==> config.mk <==
export PLATFORM = sky130hd
export DESIGN_NAME = mlp_param_loader
export DESIGN_NICKNAME = d
export VERILOG_FILES = /design/src/rtl/mlp_param_loader.sv
export SDC_FILE = /design/constraint.sdc
export NUM_CORES = 1
export LEC_CHECK = 0
export CAP_MARGIN = 40
export CORE_MARGIN = 2
export CORE_UTILIZATION = 40
export DETAILED_ROUTE_END_ITERATION = 12
export GPL_ROUTABILITY_DRIVEN = 0
export SLEW_MARGIN = 20
export SYNTH_ARGS = -nofsm -noshare
export SYNTH_HDL_FRONTEND = slang
export SYNTH_SLANG_ARGS = --single-unit
==> constraint.sdc <==
create_clock -name clk -period 4.13 [get_ports clk]
set_input_delay 0.826 -clock clk [delete_from_list [all_inputs] [get_ports clk]]
set_output_delay 0.826 -clock clk [all_outputs]
set_load 0.01 [all_outputs]
==> src/rtl/mlp_param_loader.sv <==
// -----------------------------------------------------------------------------
// mlp_param_loader
//
// Writer side of the generic Iris MLP parameter buses. A byte-serial frame is
// assembled into a shadow image. The image is then copied onto weights/biases
// in a single cycle, so the combinational MLP never sees a half-loaded set.
//
// Frame layout: byte k fills image[8k+7:8k] (little-endian bit stream).
//   image[W_BITS-1:0]               -> weights
//   image[W_BITS+B_BITS-1:W_BITS]   -> biases
//   Upper bits of the final byte that fall beyond the image are ignored.
//
// Optional feature, macro PARAM_CHECKSUM_EN:
//   When defined, the frame carries one extra trailing byte. That byte holds
//   the mod-256 sum of the NBYTES data bytes and carries in_last.
//   A mismatch raises load_err and nothing is committed.
//   When undefined, the frame is exactly NBYTES bytes and the last data byte
//   carries in_last.
//
// Ports
//   clk           in   1       rising-edge clock
//   rst           in   1       synchronous active-high reset
//   in_valid      in   1       byte present on in_data
//   in_ready      out  1       loader accepts a byte this cycle
//   in_data       in   8       frame byte
//   in_last       in   1       final byte of frame
//   weights       out  W_BITS  committed weights
//   biases        out  B_BITS  committed biases
//   params_valid  out  1       sticky: a frame has committed since reset
//   load_done     out  1       one-cycle pulse after a commit
//   load_err      out  1       one-cycle pulse after a framing/checksum error
// -----------------------------------------------------------------------------
module mlp_param_loader #(
    parameter int W_BITS = 168,
    parameter int B_BITS = 84
) (
    input  logic              clk,
    input  logic              rst,
    input  logic              in_valid,
    output logic              in_ready,
    input  logic [7:0]        in_data,
    input  logic              in_last,
    output logic [W_BITS-1:0] weights,
    output logic [B_BITS-1:0] biases,
    output logic              params_valid,
    output logic              load_done,
    output logic              load_err
);

    localparam int IMG_BITS  = W_BITS + B_BITS;
    localparam int NBYTES    = (IMG_BITS + 7) / 8;
    // Number of meaningful bits carried by the final data byte.
    localparam int TAIL_BITS = IMG_BITS - 8 * (NBYTES - 1);
`ifdef PARAM_CHECKSUM_EN
    localparam int FRAME_LEN = NBYTES + 1;
`else
    localparam int FRAME_LEN = NBYTES;
`endif
    localparam logic [5:0] LAST_IDX = 6'(FRAME_LEN - 1);

    typedef enum logic [1:0] {
        S_IDLE   = 2'd0,
        S_LOAD   = 2'd1,
        S_COMMIT = 2'd2,
        S_DRAIN  = 2'd3
    } state_t;

    state_t              r_state;
    state_t              w_state_nxt;
    logic [5:0]          r_cnt;
    logic [5:0]          w_cnt_nxt;
    logic [IMG_BITS-1:0] r_img;
    logic [W_BITS-1:0]   r_weights;
    logic [B_BITS-1:0]   r_biases;
    logic                r_params_valid;
    logic                r_load_done;
    logic                r_load_err;
    logic                w_accept;
    logic                w_store;
    logic                w_err;
    logic                w_frame_ok;
`ifdef PARAM_CHECKSUM_EN
    logic [7:0]          r_sum;
`endif

    assign w_accept = in_valid & in_ready;

`ifdef PARAM_CHECKSUM_EN
    assign w_frame_ok = (in_data == r_sum);
`else
    assign w_frame_ok = 1'b1;
`endif

    // State register
    always_ff @(posedge clk) begin
        if (rst) begin
            r_state <= S_IDLE;
            r_cnt   <= 6'd0;
        end else begin
            r_state <= w_state_nxt;
            r_cnt   <= w_cnt_nxt;
        end
    end

    // Next state. r_cnt is the index of the byte being offered.
    // It is always 0 in IDLE, so IDLE and LOAD share one decision tree.
    always_comb begin
        w_state_nxt = r_state;
        w_cnt_nxt   = r_cnt;
        w_store     = 1'b0;
        w_err       = 1'b0;
        case (r_state)
            S_IDLE, S_LOAD: begin
                if (w_accept) begin
                    if (r_cnt < LAST_IDX) begin
                        if (in_last) begin
                            // Frame ended early: drop the partial image.
                            w_err       = 1'b1;
                            w_state_nxt = S_IDLE;
                            w_cnt_nxt   = 6'd0;
                        end else begin
                            w_store     = 1'b1;
                            w_state_nxt = S_LOAD;
                            w_cnt_nxt   = r_cnt + 6'd1;
                        end
                    end else begin
                        w_cnt_nxt = 6'd0;
                        if (!in_last) begin
                            // Frame too long: swallow bytes until in_last.
                            w_err       = 1'b1;
                            w_state_nxt = S_DRAIN;
                        end else if (w_frame_ok) begin
`ifndef PARAM_CHECKSUM_EN
                            w_store     = 1'b1;
`endif
                            w_state_nxt = S_COMMIT;
                        end else begin
                            w_err       = 1'b1;
                            w_state_nxt = S_IDLE;
                        end
                    end
                end
            end
            S_COMMIT: w_state_nxt = S_IDLE;
            S_DRAIN: begin
                if (w_accept && in_last) begin
                    w_state_nxt = S_IDLE;
                end
            end
            default: w_state_nxt = S_IDLE;
        endcase
    end

    // Outputs. The loader is held off during reset and for the single
    // commit cycle.
    always_comb begin
        in_ready = ~rst & (r_state != S_COMMIT);
    end

    // Shadow image, committed copy and status pulses
    always_ff @(posedge clk) begin
        if (rst) begin
            r_img          <= '0;
            r_weights      <= '0;
            r_biases       <= '0;
            r_params_valid <= 1'b0;
            r_load_done    <= 1'b0;
            r_load_err     <= 1'b0;
`ifdef PARAM_CHECKSUM_EN
            r_sum          <= 8'd0;
`endif
        end else begin
            r_load_done <= (r_state == S_COMMIT);
            r_load_err  <= w_err;
            if (w_store) begin
                for (int k = 0; k < NBYTES - 1; k++) begin
                    if (r_cnt == 6'(k)) begin
                        r_img[8*k +: 8] <= in_data;
                    end
                end
                if (r_cnt == 6'(NBYTES - 1)) begin
                    r_img[IMG_BITS-1 -: TAIL_BITS] <= in_data[TAIL_BITS-1:0];
                end
`ifdef PARAM_CHECKSUM_EN
                r_sum <= (r_cnt == 6'd0) ? in_data : r_sum + in_data;
`endif
            end
            if (r_state == S_COMMIT) begin
                r_weights      <= r_img[W_BITS-1:0];
                r_biases       <= r_img[IMG_BITS-1:W_BITS];
                r_params_valid <= 1'b1;
            end
        end
    end

    assign weights      = r_weights;
    assign biases       = r_biases;
    assign params_valid = r_params_valid;
    assign load_done    = r_load_done;
    assign load_err     = r_load_err;

endmodule

==> flow_metrics.env <==
export IMPL_status="finished, final reports clean"
export IMPL_cts_made_buffers=52
export IMPL_finalPower_mw=9.837
export IMPL_post_cts_setup_buffers=0
export IMPL_p_comb_frac=0.025
export IMPL_hold_buffers=0
export IMPL_hold_viol=0
export IMPL_antenna_cells=0
export IMPL_die_h_um=209.7
export IMPL_swShare=0.2152
export IMPL_cts_path_max_buffers=3
export IMPL_fp_dieW_um=209.7
export IMPL_holdWs_ps=453.2
export IMPL_antenna_left=0
export IMPL_cts_tree="done"
export IMPL_p_leak_nw=8.288
export IMPL_clkPwrFrac=0.469
export IMPL_start_util=0.4045
export IMPL_synth_warnings=0
export IMPL_holdCritPathClass="reg2reg"
export IMPL_worstSetupStartpoint="in_last"
export IMPL_place_ws_ps=667.4
export IMPL_ys_ff_latch=515
export IMPL_overflow=0
export IMPL_portBuffers=267
export IMPL_cp_arrival_ps=3340
export IMPL_slew_violations=0
export IMPL_avgRoutedWirePerCell_um=20.55
export IMPL_synth_top_area_cell="dfxtp_1"
export IMPL_drive_gt1_frac=0.06464
export IMPL_switchingPower_mw=2.117
export IMPL_postRouteWirelength_um=49550
export IMPL_grt_pass1_wl_um=75430
export IMPL_dpl_cell_count=2317
export IMPL_worst_pin_slew_ps=826.9
export IMPL_rows=75
export IMPL_peakVddDrop_mv=0.2725
export IMPL_cp_start_kind="primary input"
export IMPL_max_freq_ghz=0.3457
export IMPL_maxSlewHeadroom=0.4488
export IMPL_dpl_cell_area_sq_um=20050
export IMPL_first_global_vias=12400
export IMPL_cts_htree_levels=2
export IMPL_clkLatencyLatePin_ps=580
export IMPL_final_cell_count_no_fill=2411
export IMPL_max_cap_viol_count=0
export IMPL_critPathCaptureType="flop"
export IMPL_p_per_area_nw_per_um2=452.4
export IMPL_hold_path_startpoint="r_img[62]"
export IMPL_fin_util=0.5196
export IMPL_drt_iter0_drc=775
export IMPL_synth_cells=1635
export IMPL_post_route_min_period_ps=2893
export IMPL_fin_ws_ps=1238
export IMPL_synthArstFlopShare=0
export IMPL_setup_tns_ps=0
export IMPL_clock_sinks=515
export IMPL_pwr_share_seq=0.506
export IMPL_synth_top_cell_area_share=0.6090
export IMPL_path_max_fanout=14
export IMPL_clock_root_buffer="clkbuf_16"
export IMPL_cts_resized_gates=0
export IMPL_rsz0062_at_grt="false"
export IMPL_synth_most_common_cell="dfxtp_1"
export IMPL_yosysSeqAreaShare=0.6090
export IMPL_design_area_sq_um=21750
export IMPL_drc=0
export IMPL_core_area_sq_um=41850
export IMPL_worstSetupPathType="in2reg"
export IMPL_path_clk_slew_ps=60
export IMPL_dp_final_hpwl_um=30790
export IMPL_nets=1849
export IMPL_cp_data_required_time_ps=4580
export IMPL_intPower_mw=7.720
export IMPL_die_area_sq_um=43990
export IMPL_fill_cells=3737
export IMPL_syn_area_per_cell_sq_um=10.35
export IMPL_syn_area_sq_um=16930
export IMPL_setup_violations_final=0
export IMPL_period_share=0.7004
export IMPL_grt_usage=0.2205
export IMPL_ios=268
export IMPL_yosys_top_cells_area="dfxtp_1 (61%), a22o_1 (13%), mux2i_1 (4.8%)"
export IMPL_synth_cell_types=37
export IMPL_synthToLayoutAreaGrowth_pct=28.45
export IMPL_grt_start_max_net_pins=113
export IMPL_rr_startpoint="r_cnt[1]"
export IMPL_synthFlopType="dfxtp_1"
export IMPL_viasPerCell=5.344
export IMPL_vias=12880
export IMPL_antenna_found_initial=0
export IMPL_synth_edf_count=0
export IMPL_clock_skew_ps=13.02
export IMPL_synth_nets=1651
export IMPL_dr_pass1_iters=5
export IMPL_ys_top_cells_by_count="dfxtp_1 (515), a22o_1 (252), nand2_1 (176)"
==> critical path, stage by stage <==
cell             delay, ps
clkdlybuf4s50_1        790
nor3_1                 710
nand4_1                600
mux2i_1                340
nor2_1                  60
==> power groups by stage <==
| stage | clock (mW) | sequential, mW | combinational, mW |
|---|---|---|---|
| final | 4.61 | 4.97 | 0.249 |
| after floorplan | 0 | 5.08 | 0.122 |
| after global placement | 0 | 5.08 | 0.231 |
| after CTS | 4.70 | 4.97 | 0.250 |
| after detailed placement | 0 | 5.09 | 0.249 |
| after global routing | 4.90 | 4.97 | 0.265 |
==> state kept, by name, indices dropped and copies added (netlist names) <==
register / flops
load_err: 1
params_valid: 1
r_cnt: 6
r_state: 2
biases: 84
weights: 168
r_img: 252
load_done: 1
==> metal layers <==
layer / wire length (um) / GRT usage / vias up
met3: 3458 / 0.06389 / 73
met4: 1107 / 0.07019 / 0
met2: 22880 / 0.3522 / 342
li1: - / - / 6220
met5: 0 / 0 / -
met1: 22100 / 0.2881 / 6249
==> final cells by class <==
cell class | count | area [sq um] | area share
repair buffers | 296 | 3029 | 0.1393
flip-flops and latches | 515 | 10310 | 0.4741
inverters | 4 | 16.27 | 0.0007480
clock buffers | 82 | 1555 | 0.07152
well taps | 539 | 674.4 | 0.03101
clock inverters | 11 | 113.9 | 0.005236
multi-input cells | 964 | 6047 | 0.2781
==> final timing paths <==
kind                                   end  slack (ps)  cells past startpoint
worst max-delay path            r_img[129]        1240                      5
worst max register to register  r_img[201]        1390                      6
worst min register to register   r_img[62]         450                      2
worst min-delay path             r_img[62]         450                      2
==> placed cells by master, fill, tap and decap left out, types with 2 or more instances in the layout <==
cell | netlist | final
mux2i_1 | 81 | 81
o21ai_0 | 94 | 94
nand3_1 | 117 | 117
nor2_1 | 87 | 87
xor2_1 | 2 | 2
nand4_1 | 3 | 3
nand2_1 | 176 | 176
clkbuf_1 | 137 | 17
buf_16 | 0 | 5
clkbuf_8 | 0 | 12
a31oi_1 | 3 | 3
a22o_1 | 252 | 252
buf_4 | 0 | 19
nor2b_1 | 2 | 2
ha_1 | 4 | 4
and2_1 | 5 | 5
clkbuf_16 | 0 | 53
inv_1 | 3 | 3
clkdlybuf4s50_1 | 0 | 262
nor3b_1 | 4 | 4
clkinv_2 | 0 | 8
nor4b_2 | 3 | 2
buf_2 | 4 | 4
dfxtp_1 | 515 | 515
and3_1 | 14 | 13
bufinv_16 | 0 | 2
buf_12 | 0 | 4
a21oi_1 | 103 | 102
==> cell families (layout without fill, tap and decap cells) <==
family | after synthesis | after routing | synth area share
adder cells (fa/ha/maj) | 4 | 4 | 0.002956
AO/OA/AOI/OAI | 458 | 458 | 0.1926
buffers and inverters | 156 | 393 | 0.03533
XOR/XNOR | 2 | 2 | 0.001035
flip-flops | 515 | 515 | 0.6090
AND/OR/NAND/NOR | 419 | 419 | 0.1112
multiplexers | 81 | 81 | 0.04789
Power figures use the tool's default switching activity.
